**src/rtl/rv_pkg.sv**
```systemverilog
// rv_pkg: constants and types shared by the fetch unit and the Eka decoder.
//   XLEN                 - architectural register/address width
//   DEFAULT_RESET_VECTOR - default PC after reset
//   INST_NOP             - canonical NOP (addi x0, x0, 0) shown when no op is valid
//   opcode_e             - base opcode encodings (bits [6:0] of an instruction)
//   fetch_entry_t        - one buffered instruction together with its PC
package rv_pkg;

    localparam int unsigned     XLEN                 = 32;
    localparam logic [XLEN-1:0] DEFAULT_RESET_VECTOR = 32'h0000_0000;
    localparam logic [XLEN-1:0] INST_NOP             = 32'h0000_0013;

    typedef enum logic [6:0] {
        OP_LOAD   = 7'b000_0011,
        OP_IMM    = 7'b001_0011,
        OP_AUIPC  = 7'b001_0111,
        OP_STORE  = 7'b010_0011,
        OP_REG    = 7'b011_0011,
        OP_LUI    = 7'b011_0111,
        OP_BRANCH = 7'b110_0011,
        OP_JALR   = 7'b110_0111,
        OP_JAL    = 7'b110_1111,
        OP_SYSTEM = 7'b111_0011
    } opcode_e;

    typedef struct packed {
        logic [XLEN-1:0] pc;
        logic [XLEN-1:0] inst;
    } fetch_entry_t;

endpackage

```
**src/rtl/fetch_fifo.sv**
```systemverilog
// fetch_fifo: synchronous FIFO with flush, registered output (no bypass).
//   clk, rst_n  - clock, asynchronous active-low reset
//   flush       - empties the FIFO; a push in the same cycle is discarded
//   push        - write push_data (accepted when not full, or full with a pop)
//   pop         - consume head entry (ignored when empty)
//   head_data   - current head entry (undefined content when empty)
//   full, empty - occupancy flags
//   count       - number of valid entries
module fetch_fifo #(
    parameter int unsigned WIDTH = 64,
    parameter int unsigned DEPTH = 2
) (
    input  logic                       clk,
    input  logic                       rst_n,
    input  logic                       flush,
    input  logic                       push,
    input  logic [WIDTH-1:0]           push_data,
    input  logic                       pop,
    output logic [WIDTH-1:0]           head_data,
    output logic                       full,
    output logic                       empty,
    output logic [$clog2(DEPTH+1)-1:0] count
);

    localparam int unsigned AW = (DEPTH > 1) ? $clog2(DEPTH) : 1;
    localparam int unsigned CW = $clog2(DEPTH + 1);

    logic [WIDTH-1:0] mem [DEPTH];
    logic [AW-1:0]    rd_ptr;
    logic [AW-1:0]    wr_ptr;
    logic             do_push;
    logic             do_pop;

    function automatic logic [AW-1:0] ptr_inc(input logic [AW-1:0] p);
        return (p == AW'(DEPTH - 1)) ? '0 : p + AW'(1);
    endfunction

    assign empty     = (count == '0);
    assign full      = (count == CW'(DEPTH));
    assign do_pop    = pop && !empty;
    // A push into a full FIFO is fine when the head leaves in the same cycle.
    assign do_push   = push && (!full || do_pop);
    assign head_data = mem[rd_ptr];

    always_ff @(posedge clk or negedge rst_n) begin
        if (!rst_n) begin
            rd_ptr <= '0;
            wr_ptr <= '0;
            count  <= '0;
        end else if (flush) begin
            rd_ptr <= '0;
            wr_ptr <= '0;
            count  <= '0;
        end else begin
            if (do_push) wr_ptr <= ptr_inc(wr_ptr);
            if (do_pop)  rd_ptr <= ptr_inc(rd_ptr);
            count <= count + CW'(do_push) - CW'(do_pop);
        end
    end

    always_ff @(posedge clk) begin
        if (do_push && !flush) mem[wr_ptr] <= push_data;
    end

    overflow_check: assert property (@(posedge clk) disable iff (!rst_n)
        !(push && full && !pop && !flush));

endmodule

```
**src/rtl/instruction_fetch.sv**
```systemverilog
// instruction_fetch: owns the PC, fetches over a req/gnt + rvalid bus, buffers
// instructions and hands them to the decoder with a valid/ready handshake.
//   clk, rst_n               - clock, asynchronous active-low reset
//   imem_req/addr            - fetch request and word-aligned address (= pc)
//   imem_gnt                 - request accepted this cycle
//   imem_rvalid/rdata        - in-order read response
//   redirect_en/pc           - restart fetch at redirect_pc (low 2 bits ignored)
//   op_valid/inst/pc         - buffered instruction offered to the decoder
//   op_ready                 - decoder consumes the head entry
module instruction_fetch
    import rv_pkg::*;
#(
    parameter logic [XLEN-1:0] RESET_VECTOR = DEFAULT_RESET_VECTOR,
    parameter int unsigned     FIFO_DEPTH   = 2
) (
    input  logic            clk,
    input  logic            rst_n,
    output logic            imem_req,
    output logic [XLEN-1:0] imem_addr,
    input  logic            imem_gnt,
    input  logic            imem_rvalid,
    input  logic [XLEN-1:0] imem_rdata,
    input  logic            redirect_en,
    input  logic [XLEN-1:0] redirect_pc,
    output logic            op_valid,
    output logic [XLEN-1:0] op_inst,
    output logic [XLEN-1:0] op_pc,
    input  logic            op_ready
);

    localparam int unsigned CW         = $clog2(FIFO_DEPTH + 1);
    localparam logic [CW:0] CREDIT_MAX = (CW + 1)'(FIFO_DEPTH);

    logic [XLEN-1:0] pc;
    logic [CW-1:0]   discard;
    logic [CW-1:0]   in_flight;
    logic [CW-1:0]   in_flight_next;
    logic [CW-1:0]   fifo_count;
    logic [CW:0]     credit_used;
    logic            grant;
    logic            resp;
    logic            drop;
    logic            push;
    logic            pop;
    logic            tag_full;
    logic            tag_empty;
    logic            fifo_full;
    logic            fifo_empty;
    logic [XLEN-1:0] resp_pc;
    fetch_entry_t    push_entry;
    fetch_entry_t    head_entry;

    // Credit uses registered occupancy only: a pop this cycle does not free a
    // slot until next cycle, so there is no combinational op_ready->imem_req path.
    assign credit_used = {1'b0, in_flight} + {1'b0, fifo_count};
    assign imem_req    = rst_n && !tag_full && !fifo_full && (credit_used < CREDIT_MAX);
    assign imem_addr   = pc;

    assign grant = imem_req && imem_gnt;
    // A response with nothing outstanding (stray beat after reset) is ignored.
    assign resp  = imem_rvalid && !tag_empty;
    assign drop  = resp && (discard != '0);
    assign push  = resp && !drop && !redirect_en;
    assign pop   = op_valid && op_ready;

    assign in_flight_next = in_flight + CW'(grant) - CW'(resp);

    assign push_entry = '{pc: resp_pc, inst: imem_rdata};

    // Request PCs in issue order; its occupancy is the in-flight count.
    fetch_fifo #(
        .WIDTH (XLEN),
        .DEPTH (FIFO_DEPTH)
    ) u_tag_q (
        .clk       (clk),
        .rst_n     (rst_n),
        .flush     (1'b0),
        .push      (grant),
        .push_data (pc),
        .pop       (resp),
        .head_data (resp_pc),
        .full      (tag_full),
        .empty     (tag_empty),
        .count     (in_flight)
    );

    fetch_fifo #(
        .WIDTH ($bits(fetch_entry_t)),
        .DEPTH (FIFO_DEPTH)
    ) u_inst_q (
        .clk       (clk),
        .rst_n     (rst_n),
        .flush     (redirect_en),
        .push      (push),
        .push_data (push_entry),
        .pop       (pop),
        .head_data (head_entry),
        .full      (fifo_full),
        .empty     (fifo_empty),
        .count     (fifo_count)
    );

    assign op_valid = !fifo_empty;
    assign op_inst  = fifo_empty ? INST_NOP     : head_entry.inst;
    assign op_pc    = fifo_empty ? RESET_VECTOR : head_entry.pc;

    always_ff @(posedge clk or negedge rst_n) begin
        if (!rst_n) begin
            pc      <= RESET_VECTOR;
            discard <= '0;
        end else begin
            if (redirect_en)  pc <= {redirect_pc[XLEN-1:2], 2'b00};
            else if (grant)   pc <= pc + XLEN'(4);

            // Every response still outstanding after this cycle belongs to
            // the old path, including one granted in the redirect cycle.
            if (redirect_en)  discard <= in_flight_next;
            else if (drop)    discard <= discard - CW'(1);
        end
    end

endmodule
```
**config.mk**
```make
export PLATFORM = sky130hd
export DESIGN_NAME = instruction_fetch
export DESIGN_NICKNAME = d
export VERILOG_FILES = /design/src/rtl/rv_pkg.sv /design/src/rtl/fetch_fifo.sv /design/src/rtl/instruction_fetch.sv
export SDC_FILE = /design/constraint.sdc
export NUM_CORES = 1
export LEC_CHECK = 0
export CORE_UTILIZATION = 35
export DETAILED_ROUTE_END_ITERATION = 8
export DONT_BUFFER_PORTS = 1
export PLACE_DENSITY = 0.47
export SYNTH_ARGS = -nofsm -noshare
export SYNTH_HDL_FRONTEND = slang
export SYNTH_HIERARCHICAL = 1
export SYNTH_SLANG_ARGS = --single-unit
```
**constraint.sdc**
```tcl
create_clock -name clk -period 11.4 [get_ports clk]
set_clock_uncertainty 0.2 [all_clocks]
set_input_delay 2.28 -clock clk [delete_from_list [all_inputs] [get_ports clk]]
set_output_delay 2.28 -clock clk [all_outputs]
set_load 0.01 [all_outputs]
```
==> results of run 1 <==
-- state kept, by name, indices dropped and copies added (netlist names), 2 cells and up --
signal	flops
discard	2
imem_addr	30
u_inst_q/count	2
u_inst_q/mem	128
u_tag_q/count	2
u_tag_q/mem	64
-- Yosys cell counts, types with 10 or more instances --
| library cell | instances |
|---|---|
| edfxtp_1 | 192 |
| nor2b_1 | 69 |
| mux2_1 | 51 |
| mux2_2 | 48 |
| dfrtp_1 | 40 |
| nor2_1 | 32 |
| nand2_1 | 21 |
| clkbuf_1 | 18 |
| a31oi_1 | 17 |
| or4_1 | 17 |
| o21ai_0 | 16 |
| o31ai_1 | 15 |
| inv_1 | 14 |
| nand3_1 | 14 |
| xnor2_1 | 10 |
-- kinds of logic (layout without fill, tap and decap cells) --
kind of cell / count (synthesis) / count (layout) / share of synthesized area
flip-flops: 232 / 232 / 0.680
AND/OR/NAND/NOR: 205 / 205 / 0.119
multiplexers: 102 / 102 / 0.115
AO/OA/AOI/OAI: 58 / 58 / 0.0375
buffers and inverters: 48 / 72 / 0.0244
XOR/XNOR: 16 / 16 / 0.0141
adder cells (fa/ha/maj): 7 / 7 / 0.00955
other: 1 / 15 / 0.000377
-- final timing paths --
check,start,slack (ps),endpoint
max in group asynchronous,rst_n,9650,imem_addr[5]
min reg2reg,u_tag_q/mem[0][14],350,u_inst_q/mem[1][46]
max,rst_n,6250,imem_req
min,u_tag_q/mem[0][14],350,u_inst_q/mem[1][46]
max reg2reg,u_tag_q/count[0],7650,u_tag_q/mem[1][0]
min in group asynchronous,rst_n,1230,imem_addr[24]
-- area by class of cell --
cell class	count	area [sq um]	share of cell area
multi-input cells	402	3020	0.268
clock inverters	11	123	0.0109
well taps	378	473	0.0420
diodes	1	2.50	0.000222
inverters	14	52.6	0.00467
repair buffers	8	60.1	0.00533
flip-flops and latches	232	6770	0.601
clock buffers	39	761	0.0675
-- per-stage QoR --
| step | hold slack (ps) | cells | util |
|---|---|---|---|
| after floorplan | 337 | 682 | - |
| after global placement | 347 | 1034 | 0.373 |
| after detailed placement | 349 | 1034 | 0.373 |
| after CTS | 359 | 1084 | 0.404 |
| after global routing | 373 | 1085 | 0.404 |
| final | 350 | 1085 | 0.404 |
-- layer usage --
metal	wire length, um	vias to the layer above	track usage	part of all wire
met2	10000	176	0.244	0.49
li1	-	2536	-	-
met5	0	-	0	0
met3	1610	31	0.0359	0.078
met1	8650	2711	0.175	0.42
met4	370	0	0.0435	0.018
-- power groups by stage --
stage	Combinational [mW]	Clock [mW]	Sequential, mW
2_1_floorplan	0.0425	0	0.980
3_3_place_gp	0.0501	0	0.992
3_5_place_dp	0.0516	0	0.993
4_1_cts	0.0522	0.874	0.976
5_1_grt	0.0591	0.903	0.978
6_report	0.0514	0.844	0.975
==> qor.csv, run 1 <==
stage,metric,value,unit
power,pwr-share-clk,0.451,
synthesis,netlist.area_leader.share,0.579,
finish,mostFrequentLayoutCells,"192 x edfxtp_1, 69 x nor2b_1, 51 x mux2_1",
power,seq_power_share,0.521,
power,netSwitchingFraction,0.212,
global_routing,grt_util_all_layers,0.142,
die,fp.dieH,171,um
clocking,clk_pin_slew,60,ps
setup_path,criticalPathCategory,input port to output pin,
clocking,clock_path_buffers,3,
clocking,post_cts_resized,0,
finish,nets,762,
power,ir_worst_vdd,0.0974,mV
setup_path,cp_slowest_stage_delay,370,ps
place,gp_congestion,0.723,
setup_path,path_cells,nor3b_1,
finish,fillers,2562,
clocking,tritoncts,done,
synthesis,ys_ff_latch,232,
power,switching_power,0.396,mW
synthesis,netlist_area,0.00996,sq mm
detailed_routing,viasPerCell,5.03,
finish,final_area,0.0113,sq mm
sta,fmax,194,MHz
synthesis,ys_seq_area_frac,0.680,
sta,worst_slew_pin_slew,959,ps
die,initial_core_util,0.357,
setup_path,crit_buf_inv,0,
detailed_routing,first_pass_iters,4,
setup_path,worstSetupEndpointType,output pin,
power,p_int,1.47,mW
sta,setup_viol,0,
setup_path,cp_top_family,simple AND/OR/NAND/NOR gates,
sta,fin_crit_sh,0.452,
sta,hold_violations,0,
synthesis,syn_area_per_cell,14.9,sq um
finish,drive_gt1_frac,0.160,
synthesis,synthFlopType,edfxtp_1,
clocking,cts-htree-levels,1,
place,pre_cts_ws,6250,ps
sta,fin_ws,6250,ps
sta,slew_headroom,0.360,
global_routing,grt_pass1_wl,31700,um
setup_path,reg2reg_depth,8,
global_routing,grt_max_degree,67,
hold_path,min_path_type,register to register,
run_status,status,completed,
hold_path,holdPathStages,1,
clocking,ctsRootBufferMaster,clkbuf_16,
place,io_buffer_count,0,
clocking,hold_buffers,0,
setup_path,crit_arrival,2670,ps
sta,fin_tns_setup,0,ps
clocking,cts.sinks,232,
detailed_routing,num_vias,5454,
power,p_leak,3.72,nW
detailed_routing,postRouteAntennaNets,0,
power,p_per_area,166,mW/mm^2
synthesis,syn_inst,669,
clocking,clk_latency,540,ps
detailed_routing,wl_per_cell,19.0,um
synthesis,async_flop_share,0.172,
detailed_routing,drt_iter0_markers,262,
setup_path,cp_data_required_time,8920,ps
clocking,cts_buffers,27,
die,die_area,0.0291,sq mm
synthesis,synthTopCellsByArea,"edfxtp_1 58%, dfrtp_1 10%, mux2_1 5.8%",
sta,slew_violations,0,
synthesis,yosys.area.top_type,edfxtp_1,
setup_path,cp.depth,1,
run,drv_cap,0,
die,io_pins,168,
synthesis,synth_edf_count,192,
detailed_routing,wl,20700,um
sta,period_minus_slack,5150,ps
finish,layout_commonest_cell,edfxtp_1,
finish,area_growth,13.1,%
place,post_dp_cell_area,0.0104,sq mm
detailed_routing,route.detailed.drc,0,
die,core_area,0.0279,sq mm
synthesis,synth_warnings,6,
power,power,1.87,mW
setup_path,crit_path_start_kind,input port,
global_routing,antenna_found_initial,1,
sta,rsz0062_at_grt,no,
global_routing,grt-ovfl-total,0,
setup_path,path_max_fanout,44,
setup_path,cpMaxStageDelayCell,nor3b_1,
power,comb_power_share,0.028,
die,std_cell_rows,61,
die,dieWidth,171,um
place,hpwlAfterDp,12700,um
global_routing,grt_pass1_vias,5611,
synthesis,synth_cell_types,46,
clocking,post_cts_buffers,0,
Power figures use the tool's default switching activity.
==> run 2, diff against run 1 <==
--- a/config.mk
+++ b/config.mk
@@ -8,7 +8,7 @@
 export CORE_UTILIZATION = 35
 export DETAILED_ROUTE_END_ITERATION = 8
 export DONT_BUFFER_PORTS = 1
-export PLACE_DENSITY = 0.47
+export PLACE_DENSITY = 0.49
 export SYNTH_ARGS = -nofsm -noshare
 export SYNTH_HDL_FRONTEND = slang
 export SYNTH_HIERARCHICAL = 1
==> constraint.sdc (replaced) <==
create_clock -name clk -period 4.59 [get_ports clk]
set_clock_uncertainty 0.2 [all_clocks]
set_input_delay 0.918 -clock clk [delete_from_list [all_inputs] [get_ports clk]]
set_output_delay 0.918 -clock clk [all_outputs]
set_load 0.01 [all_outputs]
==> qor.csv, run 2 (synthesized netlist as in run 1, its figures left out) <==
stage,metric,value,unit,change
clocking,clk_latency,510,ps,was 540 ps
detailed_routing,first_pass_iters,4,,unchanged
sta,worst_slew_pin_slew,994,ps,was 959 ps
finish,drive_gt1_frac,0.155,,was 0.160
clocking,cts.sinks,232,,unchanged
global_routing,grt_util_all_layers,0.144,,was 0.142
power,power,4.68,mW,was 1.87 mW
sta,fin_hold_ws,41.1,ps,was 350 ps
setup_path,r2r_setup_slack,1020,ps,was 7650 ps
die,dieWidth,171,um,unchanged
sta,slew_violations,0,,unchanged
place,hpwlAfterDp,13100,um,was 12700 um
setup_path,cpMaxStageDelayCell,dfrtp_1,,was nor3b_1
place,dpl.cell_count,1034,,unchanged
sta,fin_crit_sh,0.809,,
clocking,cts_buffers,26,,was 27
run,drv_cap,0,,unchanged
clocking,ctsRootBufferMaster,clkbuf_16,,unchanged
clocking,tritoncts,done,,unchanged
clocking,clock_path_buffers,3,,unchanged
finish,layout_commonest_cell,edfxtp_1,,unchanged
finish,final_cells,1083,,was 1085
finish,largest_register,u_inst_q/mem,,unchanged
place,gp_congestion,0.760,,was 0.723
sta,slew_headroom,0.331,,was 0.360
setup_path,cp_top_family,simple AND/OR/NAND/NOR gates,,unchanged
setup_path,crit_buf_inv,0,,unchanged
finish,area_growth,14.0,%,was 13.1%
setup_path,worstSetupEndpointType,output pin,,unchanged
clocking,clk_pin_slew,60,ps,about the same
detailed_routing,route.detailed.drc,0,,unchanged
clocking,post_cts_resized,0,,unchanged
hold_path,min_path_type,input port to async pin,,was register to register
die,fp.dieH,171,um,unchanged
detailed_routing,postRouteAntennaNets,0,,unchanged
detailed_routing,num_vias,5418,,was 5454
global_routing,grt_pass1_vias,5636,,was 5611
clocking,cts-htree-levels,1,,unchanged
sta,hold_violations,0,,unchanged
finish,largest_register_ffs,128,,unchanged
sta,fmax,269,MHz,
detailed_routing,drt_iter0_markers,249,,was 262
power,p_per_area,412,mW/mm^2,was 166 mW/mm^2
detailed_routing,wl_per_cell,19.2,um,was 19.0 um
finish,fillers,2553,,was 2562
detailed_routing,wl,20800,um,was 20700 um
die,std_cell_rows,61,,unchanged
setup_path,path_max_fanout,8,,was 44
setup_path,crit_path_start_kind,register,,was input port
power,p_leak,3.74,nW,was 3.72 nW
die,initial_core_util,0.357,,unchanged
sta,fin_tns_setup,0,ps,unchanged
finish,mostFrequentLayoutCells,"192 x edfxtp_1, 69 x nor2b_1, 51 x mux2_1",,unchanged
setup_path,r2r_end,u_tag_q/mem[1][30],,was u_tag_q/mem[1][0]
global_routing,grt-ovfl-total,0,,unchanged
die,die_area,0.0291,sq mm,unchanged
setup_path,cp_slowest_stage_delay,510,ps,was 370 ps
setup_path,path_cells,and2_1 > fa_1 > or3_1 > nor3b_1,,was nor3b_1
setup_path,cp_data_required_time,3470,ps,was 8920 ps
sta,period_minus_slack,3710,ps,
run_status,status,completed,,unchanged
finish,final_area,0.0114,sq mm,was 0.0113 sq mm
sta,setup_viol,0,,unchanged
global_routing,grt_max_degree,66,,was 67
setup_path,crit_arrival,2600,ps,was 2670 ps
power,ir_worst_vdd,0.238,mV,was 0.0974 mV
finish,nets,762,,unchanged
clocking,hold_buffers,1,,was 0
clocking,post_cts_buffers,0,,unchanged
die,core_area,0.0279,sq mm,unchanged
setup_path,reg2reg_depth,8,,unchanged
die,io_pins,168,,unchanged
sta,rsz0062_at_grt,no,,unchanged
global_routing,grt_pass1_wl,32100,um,was 31700 um
global_routing,antenna_found_initial,0,,was 1
setup_path,reg2reg_from,u_inst_q/count[0],,was u_tag_q/count[0]
place,io_buffer_count,0,,unchanged
finish,insertedDiodeCount,0,,was 1
place,post_dp_cell_area,0.0104,sq mm,about the same
setup_path,criticalPathCategory,register to output pin,,was input port to output pin
detailed_routing,viasPerCell,5.00,,was 5.03
run 2: cell count changes in the layout (fill, tap and decap cells not counted), sizes merged:
cell,previous run,this run
bufinv,2,4
clkbuf,39,34
inv,17,14
clkinvlp,1,3
diode,1,0
clkinv,5,7
buf,8,9
run 2: metrics by stage:
step	worst slack, ps	util
after detailed placement	960	0.375
after floorplan	588	-
final	875	0.408
after global routing	711	0.408
after CTS	836	0.408
after global placement	1090	0.375
run 2: worst max-delay path by stage:
stage	start	end	cells past startpoint	slack, ps
4_1_cts	u_inst_q/count[0]	imem_req	4	840
2_1_floorplan	imem_rvalid	u_inst_q/mem[1][0]	4	590
3_3_place_gp	u_inst_q/count[0]	u_tag_q/mem[1][29]	8	1090
3_5_place_dp	u_inst_q/count[0]	u_tag_q/mem[1][23]	8	960
6_report	u_inst_q/count[0]	imem_req	4	880
5_1_grt	u_inst_q/count[0]	imem_req	4	710
run 2: routing by layer:
layer / vias up / track usage / part of all wire
met5: - / 0 / 0
li1: 2537 / - / -
met4: 0 / 0.0478 / 0.027
met2: 151 / 0.244 / 0.49
met3: 34 / 0.0317 / 0.057
met1: 2696 / 0.181 / 0.43
run 2: final cells by class:
class | count | area (sq um) | share of cell area
timing repair buffer | 9 | 125 | 0.0110
multi-input combinational | 402 | 3050 | 0.268
sequential | 232 | 6770 | 0.596
tap | 378 | 473 | 0.0417
inverter | 14 | 52.6 | 0.00463
clock inverter | 14 | 171 | 0.0151
clock buffer | 34 | 712 | 0.0627
run 2: power breakdown:
part	total, mW	switching [mW]	internal [mW]
Combinational	0.143	0.0821	0.0612
Clock	2.11	0.801	1.31
Sequential	2.42	0.0865	2.34
==> run 3, diff against run 2 <==
==> constraint.sdc (replaced) <==
create_clock -name clk -period 3.4 [get_ports clk]
set_clock_uncertainty 0.2 [all_clocks]
set_input_delay 0.68 -clock clk [delete_from_list [all_inputs] [get_ports clk]]
set_output_delay 0.68 -clock clk [all_outputs]
set_load 0.01 [all_outputs]
==> qor.csv, run 3 (synthesized netlist as in run 1, its figures left out) <==
stage,metric,value,unit,change
detailed_routing,route.detailed.drc,0,,unchanged
finish,largest_register_ffs,128,,unchanged
detailed_routing,num_vias,5468,,was 5418
detailed_routing,viasPerCell,5.00,,about the same
power,ir_worst_vdd,0.288,mV,was 0.238 mV
run,drv_cap,0,,unchanged
detailed_routing,first_pass_iters,4,,unchanged
setup_path,worstSetupEndpointType,output pin,,unchanged
setup_path,path_cells,fa_1 > or3_1 > buf_4 > nor3b_2,,was and2_1 > fa_1 > or3_1 > nor3b_1
global_routing,grt_pass1_wl,31900,um,was 32100 um
setup_path,crit_arrival,2390,ps,was 2600 ps
detailed_routing,drt_iter0_markers,277,,was 249
clocking,ctsRootBufferMaster,clkbuf_16,,unchanged
die,io_pins,168,,unchanged
run_status,status,completed,,unchanged
sta,slew_headroom,0.279,,was 0.331
sta,fin_ws,131,ps,was 875 ps
sta,rsz0062_at_grt,no,,unchanged
setup_path,cp_top_family,simple AND/OR/NAND/NOR gates,,unchanged
finish,area_growth,15.0,%,was 14.0%
clocking,cts.sinks,232,,unchanged
detailed_routing,wl_per_cell,18.9,um,was 19.2 um
sta,period_minus_slack,3270,ps,
die,fp.dieH,171,um,unchanged
die,die_area,0.0291,sq mm,unchanged
place,pre_cts_ws,255,ps,was 960 ps
finish,final_cells,1094,,was 1083
detailed_routing,wl,20700,um,was 20800 um
global_routing,grt_util_all_layers,0.143,,was 0.144
die,initial_core_util,0.357,,unchanged
place,post_dp_cell_area,0.0106,sq mm,was 0.0104 sq mm
hold_path,min_path_type,input port to register,,was input port to async pin
detailed_routing,postRouteAntennaNets,0,,unchanged
setup_path,cp_data_required_time,2520,ps,was 3470 ps
setup_path,cp_slowest_stage_delay,550,ps,was 510 ps
finish,mostFrequentLayoutCells,"192 x edfxtp_1, 67 x nor2b_1, 51 x mux2_1",,"was 192 x edfxtp_1, 69 x nor2b_1, 51 x mux2_1"
finish,drive_gt1_frac,0.175,,was 0.155
die,core_area,0.0279,sq mm,unchanged
place,dpl.cell_count,1043,,was 1034
setup_path,path_max_fanout,8,,unchanged
clocking,cts-htree-levels,1,,unchanged
power,p_int,4.86,mW,was 3.71 mW
clocking,clk_latency,520,ps,was 510 ps
clocking,post_cts_buffers,0,,unchanged
power,comb_power_share,0.033,,was 0.031
sta,hold_violations,0,,unchanged
setup_path,cpMaxStageDelayCell,fa_1,,was dfrtp_1
die,dieWidth,171,um,unchanged
finish,final_area,0.0114,sq mm,about the same
place,io_buffer_count,0,,unchanged
sta,fmax,306,MHz,
setup_path,crit_path_start_kind,register,,unchanged
power,pwr-share-clk,0.436,,was 0.452
clocking,tritoncts,done,,unchanged
power,switching_power,1.29,mW,was 0.969 mW
sta,fin_tns_setup,0,ps,unchanged
power,p_leak,3.79,nW,was 3.74 nW
global_routing,grt-ovfl-total,0,,unchanged
sta,worst_slew_pin_slew,1080,ps,was 994 ps
finish,final_util,0.411,,was 0.408
power,netSwitchingFraction,0.210,,was 0.207
place,gp_congestion,0.752,,was 0.760
clocking,clk_pin_slew,60,ps,about the same
finish,insertedDiodeCount,0,,unchanged
setup_path,crit_buf_inv,1,,was 0
finish,nets,773,,was 762
power,p_per_area,538,mW/mm^2,was 412 mW/mm^2
clocking,cts_buffers,26,,unchanged
global_routing,grt_pass1_vias,5590,,was 5636
power,seq_power_share,0.531,,was 0.518
sta,fin_crit_sh,0.962,,
global_routing,antenna_found_initial,0,,unchanged
place,hpwlAfterDp,13200,um,was 13100 um
sta,slew_violations,0,,unchanged
sta,setup_viol,0,,unchanged
global_routing,grt_max_degree,66,,unchanged
die,std_cell_rows,61,,unchanged
clocking,clock_path_buffers,3,,unchanged
finish,layout_commonest_cell,edfxtp_1,,unchanged
finish,largest_register,u_inst_q/mem,,unchanged
setup_path,criticalPathCategory,register to output pin,,unchanged
run 3: repair_timing:
action / CTS / global route
endpoints found under the hold margin: 42 / 0
hold buffers: 3 / 0
resized for setup: 1 / 1
endpoints found under the setup margin: 1 / 1
pin swaps: 0 / 0
run 3: worst register-to-register path: cells and delay by family (launching register included):
| kind | cells | cell delay (ps) |
|---|---|---|
| AO/OA/AOI/OAI | 1 | 180 |
| adder cells (fa/ha/maj) | 1 | 550 |
| flip-flops | 1 | 480 |
| AND/OR/NAND/NOR | 3 | 1610 |
run 3: area by class of cell:
type,count,area [sq um]
clock inverter,8,70.1
timing repair buffer,20,238
fill,2522,16400
inverter,14,52.6
tap,378,473
sequential,232,6770
clock buffer,40,764
multi-input combinational,402,3080
run 3: final timing paths:
check | endpoint | from | cells past startpoint | slack, ps
min in group asynchronous | imem_addr[24] | rst_n | 2 | 450
hold reg to reg | u_inst_q/mem[1][54] | u_tag_q/mem[0][22] | 1 | 360
setup / recovery | imem_req | u_tag_q/count[1] | 4 | 130
hold / removal | u_inst_q/mem[0][31] | imem_rdata[31] | 0 | 50
max in group asynchronous | u_inst_q/rd_ptr | rst_n | 2 | 2310
setup reg to reg | imem_addr[26] | u_tag_q/count[1] | 5 | 300
run 3: per-stage QoR:
stage | power, mW | hold WS, ps
2_1_floorplan | 3.43 | 184
3_3_place_gp | 3.50 | 186
3_5_place_dp | 3.51 | 186
4_1_cts | 6.24 | 24.5
5_1_grt | 6.39 | 17.0
6_report | 6.15 | 53.5
run 3: power by group through the flow:
| stage | Clock, mW | Sequential [mW] | Combinational [mW] |
|---|---|---|---|
| floorplan | 0 | 3.28 | 0.149 |
| global placement | 0 | 3.32 | 0.181 |
| detailed placement | 0 | 3.33 | 0.187 |
| CTS | 2.77 | 3.27 | 0.205 |
| global route | 2.88 | 3.28 | 0.232 |
| finish | 2.68 | 3.27 | 0.203 |
run 3: routing by layer:
metal	share of wire	GRT usage	vias up
li1	-	-	2554
met1	0.43	0.182	2727
met2	0.48	0.237	158
met3	0.071	0.0379	29
met4	0.017	0.0450	0
met5	0	0	-
